File: src/rtl/alu_pkg.sv
// Shared ALU/issue definitions: ALU operation codes, RV32I opcodes and the
// decoded-control bundle passed from the decoder to the issue stage.
package alu_pkg;

    localparam logic [3:0] ALU_AND = 4'b0000;
    localparam logic [3:0] ALU_OR  = 4'b0001;
    localparam logic [3:0] ALU_ADD = 4'b0010;
    localparam logic [3:0] ALU_SUB = 4'b0110;
    localparam logic [3:0] ALU_SLT = 4'b1000;
    localparam logic [3:0] ALU_XOR = 4'b0100;
    localparam logic [3:0] ALU_SLL = 4'b0101;
    localparam logic [3:0] ALU_SRL = 4'b0111;
    localparam logic [3:0] ALU_SRA = 4'b1101;

    localparam logic [6:0] OP_R      = 7'b0110011;
    localparam logic [6:0] OP_I      = 7'b0010011;
    localparam logic [6:0] OP_LOAD   = 7'b0000011;
    localparam logic [6:0] OP_STORE  = 7'b0100011;
    localparam logic [6:0] OP_BRANCH = 7'b1100011;
    localparam logic [6:0] OP_JAL    = 7'b1101111;
    localparam logic [6:0] OP_LUI    = 7'b0110111;

    typedef enum logic [1:0] {
        A_RS1  = 2'd0,
        A_PC   = 2'd1,
        A_ZERO = 2'd2
    } a_sel_e;

    typedef struct packed {
        logic [3:0] alu_ctrl;
        a_sel_e     a_sel;
        logic       b_imm;
        logic [4:0] rd;
        logic       uses_rs1;
        logic       uses_rs2;
        logic       reg_write;
        logic       mem_read;
        logic       mem_write;
        logic       branch;
        logic       branch_ne;
        logic       jump;
        logic       illegal;
    } ctrl_t;

endpackage

File: src/rtl/alu_issue_decode.sv
// Combinational RV32I decode: instruction word to ALU control, operand
// selects and immediate. Shift decode exists only with ALU_ISSUE_SHIFT_EN.
module alu_issue_decode
    import alu_pkg::*;
#(
    parameter int XLEN = 32
) (
    input  logic [31:0]     instr,
    output ctrl_t           ctrl,
    output logic [XLEN-1:0] imm
);

    logic [6:0]         opcode;
    logic [2:0]         funct3;
    logic [6:0]         funct7;
    logic signed [31:0] imm32;
    logic               legal;
    ctrl_t              c;

    assign opcode = instr[6:0];
    assign funct3 = instr[14:12];
    assign funct7 = instr[31:25];

    always_comb begin
        c        = '0;
        c.a_sel  = A_RS1;
        imm32    = '0;
        legal    = 1'b0;
        case (opcode)
            OP_R: begin
                c.uses_rs1  = 1'b1;
                c.uses_rs2  = 1'b1;
                c.reg_write = 1'b1;
                legal       = 1'b1;
                case ({funct7, funct3})
                    {7'h00, 3'b000}: c.alu_ctrl = ALU_ADD;
                    {7'h20, 3'b000}: c.alu_ctrl = ALU_SUB;
                    {7'h00, 3'b111}: c.alu_ctrl = ALU_AND;
                    {7'h00, 3'b110}: c.alu_ctrl = ALU_OR;
                    {7'h00, 3'b100}: c.alu_ctrl = ALU_XOR;
                    {7'h00, 3'b010}: c.alu_ctrl = ALU_SLT;
`ifdef ALU_ISSUE_SHIFT_EN
                    {7'h00, 3'b001}: c.alu_ctrl = ALU_SLL;
                    {7'h00, 3'b101}: c.alu_ctrl = ALU_SRL;
                    {7'h20, 3'b101}: c.alu_ctrl = ALU_SRA;
`endif
                    default:         legal      = 1'b0;
                endcase
            end
            OP_I: begin
                c.uses_rs1  = 1'b1;
                c.reg_write = 1'b1;
                c.b_imm     = 1'b1;
                imm32       = {{20{instr[31]}}, instr[31:20]};
                legal       = 1'b1;
                case (funct3)
                    3'b000:  c.alu_ctrl = ALU_ADD;
                    3'b111:  c.alu_ctrl = ALU_AND;
                    3'b110:  c.alu_ctrl = ALU_OR;
                    3'b100:  c.alu_ctrl = ALU_XOR;
                    3'b010:  c.alu_ctrl = ALU_SLT;
`ifdef ALU_ISSUE_SHIFT_EN
                    3'b001: begin
                        legal      = (funct7 == 7'h00);
                        c.alu_ctrl = ALU_SLL;
                        imm32      = {27'd0, instr[24:20]};
                    end
                    3'b101: begin
                        legal      = (funct7 == 7'h00) || (funct7 == 7'h20);
                        c.alu_ctrl = funct7[5] ? ALU_SRA : ALU_SRL;
                        imm32      = {27'd0, instr[24:20]};
                    end
`endif
                    default: legal      = 1'b0;
                endcase
            end
            OP_LOAD: begin
                legal       = (funct3 == 3'b010);
                c.alu_ctrl  = ALU_ADD;
                c.uses_rs1  = 1'b1;
                c.b_imm     = 1'b1;
                c.mem_read  = 1'b1;
                c.reg_write = 1'b1;
                imm32       = {{20{instr[31]}}, instr[31:20]};
            end
            OP_STORE: begin
                legal       = (funct3 == 3'b010);
                c.alu_ctrl  = ALU_ADD;
                c.uses_rs1  = 1'b1;
                c.uses_rs2  = 1'b1;
                c.b_imm     = 1'b1;
                c.mem_write = 1'b1;
                imm32       = {{20{instr[31]}}, instr[31:25], instr[11:7]};
            end
            OP_BRANCH: begin
                legal       = (funct3[2:1] == 2'b00);
                c.alu_ctrl  = ALU_SUB;
                c.uses_rs1  = 1'b1;
                c.uses_rs2  = 1'b1;
                c.branch    = 1'b1;
                c.branch_ne = funct3[0];
            end
            OP_JAL: begin
                legal       = 1'b1;
                c.alu_ctrl  = ALU_ADD;
                c.a_sel     = A_PC;
                c.b_imm     = 1'b1;
                c.jump      = 1'b1;
                c.reg_write = 1'b1;
                imm32       = 32'sd4;
            end
            OP_LUI: begin
                legal       = 1'b1;
                c.alu_ctrl  = ALU_ADD;
                c.a_sel     = A_ZERO;
                c.b_imm     = 1'b1;
                c.reg_write = 1'b1;
                imm32       = {instr[31:12], 12'd0};
            end
            default: legal = 1'b0;
        endcase
        if (!legal) begin
            c         = '0;
            c.illegal = 1'b1;
        end
        if (c.reg_write) c.rd = instr[11:7];
        // Writes to x0 are architecturally discarded, so never claim one.
        if (c.rd == 5'd0) c.reg_write = 1'b0;
    end

    assign ctrl = c;
    assign imm  = XLEN'(imm32);

endmodule

File: src/rtl/alu_issue.sv
// Decode/issue stage feeding the EX-stage ALU: handshake, load-use interlock,
// flush and the ID/EX register. Shift support is enabled by ALU_ISSUE_SHIFT_EN.
module alu_issue
    import alu_pkg::*;
#(
    parameter int XLEN = 32,
    parameter int PC_W = 32
) (
    input  logic            clk,
    input  logic            rst,
    input  logic            in_valid,
    output logic            in_ready,
    input  logic [31:0]     in_instr,
    input  logic [PC_W-1:0] in_pc,
    output logic [4:0]      rs1_addr,
    output logic [4:0]      rs2_addr,
    input  logic [XLEN-1:0] rs1_data,
    input  logic [XLEN-1:0] rs2_data,
    input  logic            flush,
    output logic            ex_valid,
    input  logic            ex_ready,
    output logic [XLEN-1:0] ex_a,
    output logic [XLEN-1:0] ex_b,
    output logic [3:0]      ex_alu_ctrl,
    output logic [XLEN-1:0] ex_rs2_data,
    output logic [4:0]      ex_rd,
    output logic            ex_reg_write,
    output logic            ex_mem_read,
    output logic            ex_mem_write,
    output logic            ex_branch,
    output logic            ex_branch_ne,
    output logic            ex_jump,
    output logic [PC_W-1:0] ex_pc,
    output logic            illegal
);

    ctrl_t           dec;
    logic [XLEN-1:0] imm;
    logic [XLEN-1:0] a_next;
    logic [XLEN-1:0] b_next;
    logic            hazard;
    logic            accept;

    alu_issue_decode #(.XLEN(XLEN)) u_decode (
        .instr (in_instr),
        .ctrl  (dec),
        .imm   (imm)
    );

    assign rs1_addr = in_instr[19:15];
    assign rs2_addr = in_instr[24:20];

    // Only sources the instruction really reads can create a load-use stall.
    assign hazard = ex_valid && ex_mem_read && (ex_rd != 5'd0) &&
                    ((dec.uses_rs1 && (rs1_addr == ex_rd)) ||
                     (dec.uses_rs2 && (rs2_addr == ex_rd)));
    assign in_ready = !hazard && (!ex_valid || ex_ready);
    assign accept   = in_valid && in_ready;

    always_comb begin
        case (dec.a_sel)
            A_PC:    a_next = XLEN'(in_pc);
            A_ZERO:  a_next = '0;
            default: a_next = rs1_data;
        endcase
        b_next = dec.b_imm ? imm : rs2_data;
    end

    always_ff @(posedge clk or posedge rst) begin
        if (rst) begin
            ex_valid     <= 1'b0;
            ex_a         <= '0;
            ex_b         <= '0;
            ex_alu_ctrl  <= '0;
            ex_rs2_data  <= '0;
            ex_rd        <= '0;
            ex_reg_write <= 1'b0;
            ex_mem_read  <= 1'b0;
            ex_mem_write <= 1'b0;
            ex_branch    <= 1'b0;
            ex_branch_ne <= 1'b0;
            ex_jump      <= 1'b0;
            ex_pc        <= '0;
            illegal      <= 1'b0;
        end else begin
            illegal <= 1'b0;
            if (flush) begin
                ex_valid <= 1'b0;
            end else if (accept) begin
                // Unsupported encodings leave as a bubble with cleared controls.
                ex_valid     <= !dec.illegal;
                illegal      <= dec.illegal;
                ex_a         <= a_next;
                ex_b         <= b_next;
                ex_alu_ctrl  <= dec.alu_ctrl;
                ex_rs2_data  <= rs2_data;
                ex_rd        <= dec.rd;
                ex_reg_write <= dec.reg_write;
                ex_mem_read  <= dec.mem_read;
                ex_mem_write <= dec.mem_write;
                ex_branch    <= dec.branch;
                ex_branch_ne <= dec.branch_ne;
                ex_jump      <= dec.jump;
                ex_pc        <= in_pc;
            end else if (!ex_valid || ex_ready) begin
                ex_valid <= 1'b0;
            end
        end
    end

endmodule

File: config.mk
export PLATFORM = sky130hd
export DESIGN_NAME = alu_issue
export DESIGN_NICKNAME = d
export VERILOG_FILES = /design/src/rtl/alu_pkg.sv /design/src/rtl/alu_issue_decode.sv /design/src/rtl/alu_issue.sv
export SDC_FILE = /design/constraint.sdc
export NUM_CORES = 1
export LEC_CHECK = 0
export ABC_AREA = 1
export ABC_CLOCK_PERIOD_IN_PS = 7100
export CAP_MARGIN = 20
export CORE_MARGIN = 1.5
export CORE_UTILIZATION = 39
export CTS_BUF_LIST = sky130_fd_sc_hd__clkbuf_4 sky130_fd_sc_hd__clkbuf_8
export DETAILED_ROUTE_END_ITERATION = 10
export GPL_ROUTABILITY_DRIVEN = 0
export PLACE_DENSITY = 0.73
export SLEW_MARGIN = 10
export SYNTH_ARGS = -nofsm -noshare
export SYNTH_HDL_FRONTEND = slang
export SYNTH_SLANG_ARGS = --single-unit
export TNS_END_PERCENT = 20
File: constraint.sdc
create_clock -name clk -period 7.1 [get_ports clk]
set_input_delay 1.42 -clock clk [delete_from_list [all_inputs] [get_ports clk]]
set_output_delay 1.42 -clock clk [all_outputs]
set_load 0.005 [all_outputs]
==> out/metrics.yaml <==
cts:
  clockRootBuffer: "clkbuf_8"
  htreeDepth: 4
  ctsResizeCount: 0
  clk_pin_slew_ps: 80
  clock-sinks: 145
  clockBufferDepth: 2
  tritoncts: "yes"
  clkLatencyLatePin_ps: 450
  cts-buffers-inserted: 17
  post_cts_buffers: 0
  hold_buffers: 0
cells_and_area:
  syn_to_final_growth_pct: 45.83
  drive_gt1_share_pct: 4.738
  antenna_cells: 0
  final_nets: 1324
  multi_input_area_sq_um: 2980
  final.fill_count: 1693
  regArea_sq_um: 3628
critical_path:
  arrival_ps: 3930
  path_class: "input pin to output pin"
  start_kind: "input pin"
  crit_path_max_fanout: 23
  cp.required_ps: 5680
  endpoint_kind: "output pin"
timing:
  period_needed_ps: 5350
  relSlewSlack_pct: 31.03
  fin_skew_ps: 8.864
  tns_ps: 0
  rsz0062_at_grt: "no"
  max_freq_mhz: 186.9
  post-route-period-util_pct: 75.36
  finalHoldViolCount: 0
  finalSetupViolCount: 0
  tightestPinTransition_ps: 1031
  drv_slew: 0
floorplanning:
  die_w_um: 138.4
  io_pins: 289
  die_h_um: 138.4
  dieArea_sq_um: 19160
  start_util_pct: 39.81
  core_area_sq_um: 17960
  num_rows: 49
route:
  dr.pass1.iters: 6
  drt_iter0_markers: 498
  vias: 7130
  routedWlPerCell_um: 16.15
  drcViolationCount: 0
  avgViaCountPerCell: 4.979
  wirelength_um: 23130
  final_antenna_net_count: 0
logic_synthesis:
  ys_ff_latch: 145
  synth_cells: 937
  yosysTopAreaCellShare_pct: 50.74
  synth_area_leader_cell: "dfrtp_1"
  ys_seq_area_share_pct: 50.74
  ys_top_cells_by_area: "dfrtp_1, nand2_1, o21ai_0"
  syn_nets: 1071
  synth_cell_types: 31
  syn_area_per_cell_sq_um: 7.631
  ys_warn_count: 0
  syn-cell-area_sq_um: 7151
flow_run:
  cap_viol_max_count: 0
placement:
  portBuffers: 288
  dp_hpwl_um: 16690
global_route:
  grt_first_pass_wirelength_um: 36760
  track_usage_pct: 24.33
  antenna_found_initial: 0
  grt-ovfl-total: 0
  grt_max_degree: 89
  grt_pass1_vias: 6783
power_and_ir_drop:
  vdd_drop_max_mv: 0.1150
  p_total_uw: 2143
  power.density_nw_per_um2: 205.5
  p_leak_uw: 0.004931
status:
  status: "finished, final reports clean"
hold_path:
  hold_path.class: "flip-flop to flip-flop"
[worst max-delay path, cell delays in order]
cell and delay, ps:
clkdlybuf4s50_1 600, nor2_2 210, nand3_2 390, nand3_1 220
nor2_1 70, nand2_2 190, nand3_1 180, nand2_1 140
inv_1 50, clkdlybuf4s50_1 440
[layer usage]
metal  vias up  part of all wire [%]  GRT usage (%)
li1       3460                     -              -
met1      3338                    41          30.08
met4         0                   1.2          5.983
met5         -                     0              0
met2       309                    49          41.19
met3        23                   9.2          8.001
[placed cells by master (no fill, tap or decap), types with 6 or more instances in the layout]
cell,n
clkdlybuf4s50_1,288
nand2_1,467
o21ai_0,60
nor2_1,22
inv_1,39
o21ai_1,51
buf_4,6
nand3_1,21
a22oi_1,7
clkbuf_8,17
o21a_1,23
dfrtp_1,145
inv_2,6
[stage by stage]
stage / hold slack [ps] / area [sq um] / utilization [%] / worst slack (ps) / std cells
floorplan: 472.4 / 7151 / - / 1785 / 937
global route: 502.8 / 10430 / 58.05 / 1525 / 1432
global placement: 461.8 / 10010 / 55.70 / 1809 / 1400
finish: 483.0 / 10430 / 58.05 / 1750 / 1432
detailed placement: 463.8 / 10010 / 55.70 / 1725 / 1400
CTS: 485.6 / 10430 / 58.05 / 1767 / 1432
[path summary, 6_finish.rpt]
check                               startpoint              end  slack [ps]  depth (start not counted)
max in group asynchronous                  rst         ex_a[22]        4290                          3
min in group asynchronous                  rst  ex_rs2_data[14]        1470                          2
worst min register to register  ex_rs2_data[4]   ex_rs2_data[4]         480                          2
worst max register to register        ex_rd[0]         ex_a[17]        3860                         12
worst min-delay path            ex_rs2_data[4]   ex_rs2_data[4]         480                          2
worst max-delay path               in_instr[6]         in_ready        1750                         10
[logic make-up (layout without fill, tap and decap cells)]
logic type	Yosys count	in the layout	share of synthesized area [%]
AND/OR/NAND/NOR	529	529	29.01
XOR/XNOR	4	4	0.4900
AO/OA/AOI/OAI	151	151	11.90
buffers and inverters	107	373	7.682
adder cells (fa/ha/maj)	1	1	0.1750
flip-flops	145	145	50.74
[Yosys cell counts (all sizes together)]
master / instances
nand2: 471
dfrtp: 145
o21ai: 111
inv: 47
buf: 46
nor2: 26
nand3: 23
o21a: 23
clkbuf: 14
a22oi: 7
nand4: 5
nor3: 3
o22ai: 3
xor2: 3
a21oi: 2
o211ai: 2
a32o: 1
ha: 1
nor4: 1
o311ai: 1
o31ai: 1
xnor2: 1
[sequential cells by signal, summed over array words and instances (netlist names)]
| name | count |
|---|---|
| ex_valid | 1 |
| ex_a | 32 |
| ex_mem_read | 1 |
| ex_mem_write | 1 |
| ex_branch_ne | 1 |
| ex_pc | 32 |
| ex_b | 32 |
| ex_rd | 5 |
| ex_reg_write | 1 |
| ex_jump | 1 |
| ex_branch | 1 |
| ex_alu_ctrl | 4 |
| ex_rs2_data | 32 |
| illegal | 1 |
[final cells by class]
class,count,area share [%]
Clock buffer,18,2.316
Clock inverter,14,1.728
Inverter,47,1.752
Multi-Input combinational cell,685,28.58
Sequential cell,145,34.80
Tap cell,229,2.748
Timing Repair Buffer,294,28.08
[report_power, final]
| part | internal, uW | leakage [uW] | switching [uW] | total, uW |
|---|---|---|---|---|
| clock | 356 | 0.000208 | 343 | 700 |
| sequential | 918 | 0.00182 | 55.3 | 974 |
| combinational | 278 | 0.00290 | 191 | 470 |
Note: power is estimated with default switching activity, not from simulation.
